<file path="src/rtl/rf_write_arbiter_pkg.sv">
// Shared types for the register-file write-port arbiter: index/data widths,
// the write request record and the grant encoding.
package rf_write_arbiter_pkg;

    localparam int REG_IDX_W = 4;
    localparam int DATA_W    = 32;

    typedef struct packed {
        logic                 en;
        logic [REG_IDX_W-1:0] dest;
        logic [DATA_W-1:0]    value;
    } wr_req_t;

    typedef enum logic [1:0] {
        GRANT_NONE = 2'd0,
        GRANT_WB   = 2'd1,
        GRANT_AUX  = 2'd2
    } grant_e;

    function automatic wr_req_t make_req(
        input logic                 en,
        input logic [REG_IDX_W-1:0] dest,
        input logic [DATA_W-1:0]    value
    );
        wr_req_t req;
        req.en    = en;
        req.dest  = dest;
        req.value = value;
        return req;
    endfunction

endpackage

</file>
<file path="src/rtl/rf_aux_buffer.sv">
// One-entry holding register for the auxiliary write requester. Accepts only
// while empty; emptied when the arbiter grants it or a younger write supersedes it.
module rf_aux_buffer
    import rf_write_arbiter_pkg::*;
(
    input  logic                 clk,
    input  logic                 rst,
    input  logic                 i_valid,
    output logic                 o_ready,
    input  logic [REG_IDX_W-1:0] i_dest,
    input  logic [DATA_W-1:0]    i_value,
    input  logic                 i_pop,
    input  logic                 i_flush,
    output wr_req_t              o_entry
);

    wr_req_t r_entry;

    // Pop and flush can only occur while full, so they never collide with a push.
    always_ff @(posedge clk or posedge rst) begin
        if (rst) begin
            r_entry <= '0;
        end else if (i_pop || i_flush) begin
            r_entry.en <= 1'b0;
        end else if (i_valid && !r_entry.en) begin
            r_entry <= make_req(1'b1, i_dest, i_value);
        end
    end

    assign o_ready = ~r_entry.en;
    assign o_entry = r_entry;

endmodule

</file>
<file path="src/rtl/rf_write_arbiter.sv">
// Owns the single register-file write port, sharing it between the pipeline WB
// stage (priority) and one buffered auxiliary requester with starvation relief.
module rf_write_arbiter
    import rf_write_arbiter_pkg::*;
#(
    parameter int MAX_WAIT = 4,
    parameter int NREG     = 16
)
(
    input  logic                 clk,
    input  logic                 rst,
    input  logic                 wb_en,
    input  logic [REG_IDX_W-1:0] wb_dest,
    input  logic [DATA_W-1:0]    wb_value,
    input  logic                 aux_valid,
    output logic                 aux_ready,
    input  logic [REG_IDX_W-1:0] aux_dest,
    input  logic [DATA_W-1:0]    aux_value,
    input  logic [REG_IDX_W-1:0] src1,
    input  logic [REG_IDX_W-1:0] src2,
    output logic                 hazard,
    output logic                 wb_stall,
    output logic [REG_IDX_W-1:0] Dest_wb,
    output logic [DATA_W-1:0]    Result_WB,
    output logic                 writeBackEn
);

    localparam logic [3:0] MaxWait = 4'(MAX_WAIT);

    wr_req_t              w_buf;
    wr_req_t              w_grantReq;
    grant_e               w_grant;
    logic                 w_pop;
    logic                 w_supersede;
    logic                 w_bufValidNext;
    logic [3:0]           w_starveNext;
    logic [NREG-1:0]      w_pendingMask;
    logic [NREG-1:0]      w_srcMask;

    logic                 r_wbStall;
    logic [3:0]           r_starveCnt;
    logic [REG_IDX_W-1:0] r_dest;
    logic [DATA_W-1:0]    r_value;
    logic                 r_wrEn;

    rf_aux_buffer u_auxBuffer (
        .clk     (clk),
        .rst     (rst),
        .i_valid (aux_valid),
        .o_ready (aux_ready),
        .i_dest  (aux_dest),
        .i_value (aux_value),
        .i_pop   (w_pop),
        .i_flush (w_supersede),
        .o_entry (w_buf)
    );

    // A raised stall means the pipeline has been told to hold, so its request is ignored.
    always_comb begin
        w_grant = GRANT_NONE;
        if (r_wbStall && w_buf.en) begin
            w_grant = GRANT_AUX;
        end else if (wb_en) begin
            w_grant = GRANT_WB;
        end else if (w_buf.en) begin
            w_grant = GRANT_AUX;
        end
    end

    always_comb begin
        w_grantReq = make_req(1'b0, r_dest, r_value);
        case (w_grant)
            GRANT_WB:  w_grantReq = make_req(1'b1, wb_dest, wb_value);
            GRANT_AUX: w_grantReq = make_req(1'b1, w_buf.dest, w_buf.value);
            default:   w_grantReq = make_req(1'b0, r_dest, r_value);
        endcase
    end

    assign w_pop          = (w_grant == GRANT_AUX);
    assign w_supersede    = (w_grant == GRANT_WB) && w_buf.en && (wb_dest == w_buf.dest);
    assign w_bufValidNext = (aux_valid && aux_ready) || (w_buf.en && !w_pop && !w_supersede);

    always_comb begin
        w_starveNext = 4'd0;
        if (w_buf.en && (w_grant == GRANT_WB) && !w_supersede) begin
            w_starveNext = (r_starveCnt == MaxWait) ? r_starveCnt : r_starveCnt + 4'd1;
        end
    end

    always_ff @(posedge clk or posedge rst) begin
        if (rst) begin
            r_wbStall   <= 1'b0;
            r_starveCnt <= 4'd0;
            r_wrEn      <= 1'b0;
            r_dest      <= '0;
            r_value     <= '0;
        end else begin
            r_wbStall   <= (w_starveNext == MaxWait) && w_bufValidNext;
            r_starveCnt <= w_starveNext;
            r_wrEn      <= w_grantReq.en;
            if (w_grantReq.en) begin
                r_dest  <= w_grantReq.dest;
                r_value <= w_grantReq.value;
            end
        end
    end

    // In-flight pipeline writes are the forwarding unit's concern, not ours.
    assign w_pendingMask = w_buf.en ? (NREG'(1) << w_buf.dest) : '0;
    assign w_srcMask     = (NREG'(1) << src1) | (NREG'(1) << src2);
    assign hazard        = |(w_pendingMask & w_srcMask);

    assign wb_stall    = r_wbStall;
    assign Dest_wb     = r_dest;
    assign Result_WB   = r_value;
    assign writeBackEn = r_wrEn;

endmodule

</file>
<file path="config.mk">
export PLATFORM = sky130hd
export DESIGN_NAME = rf_write_arbiter
export DESIGN_NICKNAME = d
export VERILOG_FILES = /design/src/rtl/rf_write_arbiter_pkg.sv /design/src/rtl/rf_aux_buffer.sv /design/src/rtl/rf_write_arbiter.sv
export SDC_FILE = /design/constraint.sdc
export NUM_CORES = 1
export LEC_CHECK = 0
export CORE_AREA = 2 2 90 92
export CTS_CLUSTER_DIAMETER = 80
export DETAILED_ROUTE_END_ITERATION = 16
export DIE_AREA = 0 0 92 94
export DONT_BUFFER_PORTS = 1
export PLACE_DENSITY_LB_ADDON = 0.25
export SYNTH_ARGS = -nofsm -noshare
export SYNTH_HDL_FRONTEND = slang
export SYNTH_SLANG_ARGS = --single-unit
</file>
<file path="constraint.sdc">
create_clock -name clk -period 2.9 [get_ports clk]
set_input_delay 0.58 -clock clk [delete_from_list [all_inputs] [get_ports clk]]
set_output_delay 0.58 -clock clk [all_outputs]
set_load 0.01 [all_outputs]
</file>
==> results.md, run 1 <==
- Status: finished, final reports clean
- LEAKAGE: 1.67 nW
- Required time of the critical path: 2320 ps
- Num CTS Buffers: 9
- Max Fclk: 410 MHz
- GP Congestion: 0.968
- Avg Inst Size Synth: 10.5 sq um
- Die W: 92 um
- CTS resizes: 0
- Startpoint Class: flip-flop
- CP endpoint kind: output port
- Count of final hold-check violations: 0
- DIE AREA: 8650 sq um
- Max-Slew Margin vs Limit: 41.3%
- Post-route DRC violation count: 0
- H-tree levels: 3
- Clock sinks: 79
- Fill count: 693
- VDD IR-drop max: 0.000370 V
- Post-Synthesis Cells: 359
- Layout Nets: 439
- Crit Path Class: reg2out
- Layout Utilization: 53.1%
- Inst Count DP: 444
- Drt first pass iters: 4
- Number of endpoints failing setup at the final stage: 0
- Boundary Pins: 124
- Main area contributors after synthesis: dfrtp_1 52%, mux2_2 13%, a32oi_1 6.7%, nand2_1 5.6%, nor2_1 4.3%
- Vias per cell: 6.08
- Final std cells w/o fill: 459
- Die height: 94 um
- Std cell rows: 32
- WL/cell: 19.0 um
- Routed vias: 2,791
- Initial core utilization: 49.5%
- CTS tree: done
- # Post-CTS Setup Buffers: 0
- Port Buffer Count: 0
- Final Instance Area: 4040 sq um
- Commonest cells post-synth: 79 x dfrtp_1, 56 x nand2_1, 44 x mux2_2
- Antenna diodes: 0
- Worst-skew pair later-pin latency: 340 ps
- Ys async rst share: 100%
- DR iter-0 viols: 149
- Share of layout cells above drive strength 1: 19.3%
- Routed Antenna Nets: 0
- Synthesized flop and latch total: 79
- Yosys warns: 0
- Pwr/cell area: 761 nW/um^2
- Crit Path Max Fanout: 11
- Period Utilization, post-route: 84.0%
- Clock buffer depth: 2
- Syn nets: 445
- Register area share after synthesis: 52.5%
- Library cells used by synthesis: 32
- Most frequent cell after synthesis: dfrtp_1
- Synth area leader: dfrtp_1
- Final min period: 2440 ps
- Crit path DAT: 1860 ps
- Setup Skew: 10.0 ps
- Core footprint: 7610 sq um
- Max capacitance violation total: 0
- Worst slew pin tran: 881 ps
- Area grow syn2layout: 7.21%
- Dpl hpwl: 6130 um
- Worst Hold Class: in2async
- Mapped Area: 3770 sq um
- Synth top area share: 52.5%
- Vias in the first global route: 2,811
- First-pass GRT wire length: 14,300 um
- Total track usage: 21.2%
- Hold Buf Count CTS: 0
- Placed Area: 3870 sq um
- Initial antenna violation count: 0
- Clock root buffer: clkbuf_8
- Overflow after GRT: 0
- Main synth FF type: dfrtp_1
- RSZ-0062 raised after global routing: no
- Final wirelength: 8730 um
- EDFF count, synth: 0
- Total negative slack: 0 ps
- Largest net degree at the start of global routing: 41
- Clk slew on worst S/H paths: 80 ps
- Slew Limit Fails: 0
-- worst max-delay path, stage by stage (launching register included) --
cell and delay [ps]:
dfrtp_1 350, buf_4 190, nor2b_1 260, nand2_1 90
a2111oi_0 370, a31oi_1 80, nand4_1 180
-- kinds of logic after synthesis --
kind of cell             after synthesis  share of synthesized area [%]
AND/OR/NAND/NOR                      129                           14.6
flip-flops                            79                           52.5
AO/OA/AOI/OAI                         68                           14.3
multiplexers                          45                           13.4
buffers and inverters                 32                           3.55
XOR/XNOR                               4                          0.930
adder cells (fa/ha/maj)                2                          0.664
-- report_power, final --
group / internal, mW / total, mW / switching (mW) / leakage [nW]
clock: 0.333 / 0.724 / 0.392 / 0.0858
sequential: 1.38 / 1.67 / 0.286 / 0.936
combinational: 0.342 / 0.681 / 0.339 / 0.644
total: 2.06 / 3.07 / 1.02 / 1.67
-- layout by cell type, fill, tap and decap left out, types with 3 or more instances in the layout --
cell	count
a21oi_1	5
nor2b_1	10
dfrtp_1	79
clkbuf_8	10
nand2_1	56
nand2b_1	3
nand3_1	4
a22oi_1	5
nand4_1	3
a32oi_1	29
inv_1	7
a221oi_1	4
xor2_1	4
a31oi_1	3
nor2_1	42
buf_4	6
mux2_2	44
o22ai_1	15
and2_1	4
-- final cells by class --
cell class	count	area, sq um	area share [%]
Sequential cell	79	1980	48.9
Timing Repair Buffer	7	65.1	1.61
Clock buffer	11	141	3.50
Clock inverter	4	30.0	0.743
Inverter	8	31.3	0.774
Multi-Input combinational cell	248	1670	41.3
Tap cell	102	128	3.16
-- flip-flops by register name, summed over array words and instances, names as in the netlist --
name	flops
r_starveCnt	4
Result_WB	32
wb_stall	1
Dest_wb	4
u_auxBuffer.o_entry	37
writeBackEn	1
-- worst paths after layout --
| path | startpoint | depth (start not counted) | slack (ps) | endpoint |
|---|---|---|---|---|
| min | rst | 1 | 190 | Result_WB[9] |
| min reg2reg | u_auxBuffer.o_entry[14] | 2 | 470 | Result_WB[14] |
| max | u_auxBuffer.o_entry[36] | 6 | 460 | hazard |
| min in group clk | aux_dest[1] | 2 | 370 | u_auxBuffer.o_entry[33] |
| max in group asynchronous | rst | 2 | 2050 | u_auxBuffer.o_entry[33] |
| max reg2reg | u_auxBuffer.o_entry[36] | 4 | 1060 | u_auxBuffer.o_entry[35] |
-- through the flow --
| stage | hold WS (ps) | total power [mW] | setup WS (ps) |
|---|---|---|---|
| 2_1_floorplan | 442 | 2.20 | 297 |
| 3_3_place_gp | 449 | 2.34 | 741 |
| 3_5_place_dp | 457 | 2.38 | 674 |
| 4_1_cts | 208 | 3.11 | 450 |
| 5_1_grt | 237 | 3.28 | 167 |
| 6_report | 194 | 3.07 | 463 |
-- metal layers --
layer | global-route usage [%] | vias up | routed length, um
met5 | 0 | - | 0
met4 | 9.08 | 0 | 184
met3 | 6.90 | 14 | 785
met2 | 33.1 | 116 | 4090
met1 | 27.2 | 1381 | 3670
li1 | - | 1280 | -
No activity file was read; power rests on OpenSTA's default activity.
==> inputs of run 2 (changes only) <==
Clock period 2.9 ns to 2.48 ns, I/O delays scaled along.
==> results.md, run 2 (synthesis results as in run 1) <==
- H-tree levels: 3 (unchanged)
- Pint: 2.49 mW (+21%)
- Post-route DRC violation count: 0 (unchanged)
- Core footprint: 7610 sq um (unchanged)
- Count of final hold-check violations: 0 (unchanged)
- Worst R2R Setup Slack: 590 ps (-470 ps)
- # Post-CTS Setup Buffers: 0 (unchanged)
- RSZ-0062 raised after global routing: no
- GP Congestion: 0.892 (-7.8%)
- Num CTS Buffers: 9 (unchanged)
- Pwr/cell area: 915 nW/um^2 (+20%)
- Pre-CTS setup slack: 357 ps (-317 ps)
- Worst setup path start: u_auxBuffer.o_entry[35]
- Comb pwr share: 20.9% (-1.3 points)
- Commonest cells after routing, fill and taps aside: 77 x dfrtp_1, 56 x nand2_1, 44 x mux2_2, 43 x nor2_1, 29 x a32oi_1
- LEAKAGE: 1.68 nW (+0.68%)
- Clock sinks: 79 (unchanged)
- Layout Nets: 439 (unchanged)
- Std cell rows: 32 (unchanged)
- Reg2Reg Launch Point: u_auxBuffer.o_entry[36]
- Clock Power Share: 26.4% (+2.8 points)
- Required time of the critical path: 1980 ps (-340 ps)
- Initial core utilization: 49.5% (unchanged)
- Area grow syn2layout: 8.30%
- Layout Utilization: 53.6% (+0.54 points)
- Total track usage: 20.5% (-0.67 points)
- First-pass GRT wire length: 13,700 um (-4.1%)
- Vias in the first global route: 2,714 (-3.5%)
- Reg power frac: 52.6% (-1.7 points)
- Initial antenna violation count: 1 (+1)
- Status: finished, final reports clean
- Hold Buf Count CTS: 0 (unchanged)
- R2R Path End: Result_WB[24]
- Clock buffer depth: 2 (unchanged)
- CTS resizes: 0 (unchanged)
- Clock root buffer: clkbuf_8
- Worst Hold Class: in2async
- Dpl hpwl: 6110 um (-0.23%)
- DR iter-0 viols: 179 (+20%)
- Max reg flops: 37 (unchanged)
- VDD IR-drop max: 0.000491 V (+33%)
- Max capacitance violation total: 0 (unchanged)
- P_sw: 1.24 mW (+22%)
- Worst-skew pair later-pin latency: 350 ps (about the same)
- Most common cell after layout, fill and taps aside: dfrtp_1
- Setup Skew: 14.0 ps (+4.00 ps)
- Drt first pass iters: 4 (unchanged)
- Startpoint Class: flip-flop
- CP endpoint kind: output port
- DIE AREA: 8650 sq um (unchanged)
- Slew Limit Fails: 0 (unchanged)
- Boundary Pins: 124 (unchanged)
- Max-Slew Margin vs Limit: 44.4% (+3.1 points)
- Worst slew pin tran: 833 ps (-47.7 ps)
- Total negative slack: 0 ps (unchanged)
- Port Buffer Count: 0 (unchanged)
- Number of endpoints failing setup at the final stage: 0 (unchanged)
- Crit path DAT: 1790 ps (-70 ps)
- Period Utilization, post-route: 92.1%
- Inst Count DP: 444 (unchanged)
- Die height: 94 um (unchanged)
- WL/cell: 19.1 um (+0.46%)
- Routed vias: 2,751 (-1.4%)
- CTS tree: done
- Final wirelength: 8810 um (+0.89%)
- Vias per cell: 5.97 (-1.9%)
- Routed Antenna Nets: 0 (unchanged)
- Max Fclk: 438 MHz
- Share of layout cells above drive strength 1: 20.4% (+1.1 points)
- Clk slew on worst S/H paths: 80 ps (about the same)
- Final std cells w/o fill: 461 (+0.44%)
- Overflow after GRT: 0 (unchanged)
- Post-route total power: 3.73 mW (+21%)
- Worst reg2reg path depth: 5 (+1)
- Crit Path Max Fanout: 11 (unchanged)
- Final min period: 2280 ps
- Final worst setup slack: 195 ps (-268 ps)
- Crit Path Class: reg2out
- Die W: 92 um (unchanged)
- Largest net degree at the start of global routing: 43 (+4.9%)
- Switching share of total power: 33.2% (+0.13 points)
[run 2: changes by cell type in the layout (fill, tap and decap cells not counted), sizes merged]
cell / delta
bufinv: +1
clkbuf: -2
clkinvlp: +1
diode: +1
inv: +1
[run 2: critical path: stages, from the launching register on]
cell and delay [ps]:
dfrtp_2 500, nor2b_2 200, nand2_1 80, a2111oi_1 410
a31oi_1 70, nand4_1 190
[run 2: how the worst max path moves through the flow]
| stage | slack, ps | end | cells past startpoint |
|---|---|---|---|
| 4_1_cts | 50 | hazard | 5 |
| 3_3_place_gp | 450 | hazard | 5 |
| 2_1_floorplan | 580 | hazard | 5 |
| 5_1_grt | 70 | hazard | 5 |
| 3_5_place_dp | 360 | hazard | 5 |
| 6_report | 200 | hazard | 5 |
[run 2: layer usage]
layer	global-route usage [%]	up-vias	wire [um]	share of wire, %
met4	5.97	0	58	0.66
li1	-	1280	-	-
met1	25.8	1369	3730	42
met5	0	-	0	0
met2	34.3	96	4280	49
met3	6.34	6	739	8.4
[run 2: through the flow]
step	area [sq um]	hold slack, ps
2_1_floorplan	3770	442
3_3_place_gp	3870	449
3_5_place_dp	3870	458
4_1_cts	4070	183
5_1_grt	4080	217
6_report	4080	168
[run 2: area by class of cell]
class                           count  area (sq um)
Clock inverter                      7          80.1
Fill cell                         704          3530
Antenna cell                        1          2.50
Timing Repair Buffer                7          65.1
Inverter                            8          33.8
Multi-Input combinational cell    248          1670
Clock buffer                        9           124
Tap cell                          102           128
Sequential cell                    79          1980
[run 2: power by group through the flow]
stage | clock network [mW] | logic, mW | registers [mW]
after global routing | 1.07 | 0.879 | 2.01
after floorplan | 0 | 0.719 | 1.86
after detailed placement | 0 | 0.788 | 1.98
final | 0.987 | 0.781 | 1.96
after CTS | 1.01 | 0.788 | 1.96
after global placement | 0 | 0.764 | 1.97
==> inputs of run 3 (changes only) <==
Settings changed: CAP_MARGIN set to 40, CTS_BUF_LIST set to sky130_fd_sc_hd__clkbuf_8.
==> results.md, run 3 (synthesis results as in run 1) <==
- Final Instance Area: 4110 sq um (+0.74%)
- Crit-path leading delay family: compound AO/OA/AOI/OAI gates
- Routed vias: 2,768 (+0.62%)
- Pwr/cell area: 907 nW/um^2 (-0.87%)
- Max Fclk: 433 MHz (-0.95%)
- Share of layout cells above drive strength 1: 20.6% (+0.16 points)
- Initial core utilization: 49.5% (unchanged)
- # Post-CTS Setup Buffers: 0 (unchanged)
- Core footprint: 7610 sq um (unchanged)
- Overflow after GRT: 0 (unchanged)
- Clk slew on worst S/H paths: 90 ps (about the same)
- Layout Utilization: 54.0% (+0.39 points)
- Die height: 94 um (unchanged)
- HP Start: aux_dest[1]
- Worst setup path start: u_auxBuffer.o_entry[35]
- Critical Path, Cell by Cell: nor2b_2, nand2_1, a2111oi_1, a31oi_1, nand4_1
- Required time of the critical path: 1980 ps (about the same)
- Layout Nets: 441 (+0.46%)
- Post-route DRC violation count: 0 (unchanged)
- Final min period: 2310 ps (+21.9 ps)
- GP Congestion: 0.892 (unchanged)
- Crit Path Max Fanout: 11 (unchanged)
- Commonest cells after routing, fill and taps aside: 77 x dfrtp_1, 56 x nand2_1, 44 x mux2_2, 43 x nor2_1, 29 x a32oi_1
- Crit path DAT: 1810 ps (+20 ps)
- First-pass GRT wire length: 13,600 um (-0.61%)
- Clock root buffer: clkbuf_8
- Routed Antenna Nets: 0 (unchanged)
- Slew Limit Fails: 0 (unchanged)
- Max-Slew Margin vs Limit: 61.3% (+17 points)
- Crit Path Class: reg2out
- CP peak stage delay: 490 ps (about the same)
- Placed Area: 3890 sq um (+0.52%)
- Worst-skew pair later-pin latency: 350 ps (about the same)
- Total negative slack: 0 ps (unchanged)
- Num CTS Buffers: 9 (unchanged)
- WHS: 276 ps (+108 ps)
- Largest net degree at the start of global routing: 43 (unchanged)
- WL/cell: 18.9 um (-0.90%)
- Slowest CP cell: dfrtp_2
- Final worst setup slack: 173 ps (-21.9 ps)
- Startpoint Class: flip-flop
- Clock buffer depth: 2 (unchanged)
- Vias in the first global route: 2,739 (+0.92%)
- Area occupied by multi-input gates: 1670 sq um (unchanged)
- Drt first pass iters: 4 (unchanged)
- Pre-CTS setup slack: 343 ps (-13.8 ps)
- DR iter-0 viols: 156 (-13%)
- Post-route total power: 3.73 mW (-0.14%)
- Status: finished, final reports clean
- VDD IR-drop max: 0.000457 V (-7.0%)
- LEAKAGE: 1.69 nW (+0.81%)
- Total track usage: 20.2% (-0.33 points)
- Number of endpoints failing setup at the final stage: 0 (unchanged)
- Most common cell after layout, fill and taps aside: dfrtp_1
- Crit path buf inv count: 0 (unchanged)
- CP endpoint kind: output port
- Worst Hold Class: in2reg
- Area grow syn2layout: 9.10%
- Inst Count DP: 445 (+0.23%)
- Port Buffer Count: 0 (unchanged)
- Count of final hold-check violations: 0 (unchanged)
- Vias per cell: 5.98 (+0.18%)
- FF+latch area: 1980 sq um (unchanged)
- Dpl hpwl: 6140 um (+0.45%)
- Final wirelength: 8770 um (-0.47%)
- Clock sinks: 79 (unchanged)
- Setup Skew: 12.1 ps (-1.96 ps)
- Hold path cells: 2
- Max capacitance violation total: 0 (unchanged)
- Worst slew pin tran: 579 ps (-254 ps)
- Max reg flops: 37 (unchanged)
- Period Utilization, post-route: 93.0% (+0.88 points)
- Boundary Pins: 124 (unchanged)
- CTS tree: done
- Crit path depth: 5 (unchanged)
- DIE AREA: 8650 sq um (unchanged)
- Std cell rows: 32 (unchanged)
- Fill count: 695 (-1.3%)
- H-tree levels: 3 (unchanged)
- Final std cells w/o fill: 463 (+0.43%)
- RSZ-0062 raised after global routing: no
- Reg2Reg Launch Point: u_auxBuffer.o_entry[36]
- Worst reg2reg path depth: 5 (unchanged)
- Initial antenna violation count: 1 (unchanged)
- Die W: 92 um (unchanged)
run 3: layer usage:
layer	routed length [um]	up-vias	share of wire (%)	global-route usage (%)
li1	-	1285	-	-
met1	3810	1371	43	25.9
met2	4140	103	47	32.7
met3	705	9	8.0	5.86
met4	113	0	1.3	7.21
met5	0	-	0	0
run 3: path summary, 6_finish.rpt:
path                                            to  slack (ps)
setup / recovery                            hazard         170
min in group asynchronous            Result_WB[28]         510
hold / removal             u_auxBuffer.o_entry[33]         280
hold reg to reg                       Result_WB[3]         480
max in group asynchronous  u_auxBuffer.o_entry[11]        1310
setup reg to reg                        Dest_wb[2]         620
run 3: worst register-to-register path: stages, from the launching register on:
cell	delay (ps)
dfrtp_2	470
buf_4	220
nand2_1	280
nand2_1	430
o22ai_1	310
nor2_1	60
run 3: layout make-up:
class                      instances  share of cell area (%)
sequential                        79                    48.2
clock inverter                     7                    1.95
inverter                           8                   0.822
tap                              102                    3.11
antenna                            1                  0.0609
multi-input combinational        248                    40.6
timing repair buffer               9                    2.31
clock buffer                       9                    3.01
run 3: power breakdown:
group | leakage [nW] | internal, mW | switching, mW
Clock | 0.102 | 0.477 | 0.502
Combinational | 0.655 | 0.404 | 0.384
Sequential | 0.933 | 1.62 | 0.343
Total | 1.69 | 2.50 | 1.23
run 3: what timing repair did:
| item | CTS | global route |
|---|---|---|
| endpoints found under the hold margin | 2 | 0 |
| hold buffers | 1 | 0 |
| endpoints found under the setup margin | 0 | 1 |
| resized for setup | 0 | 4 |
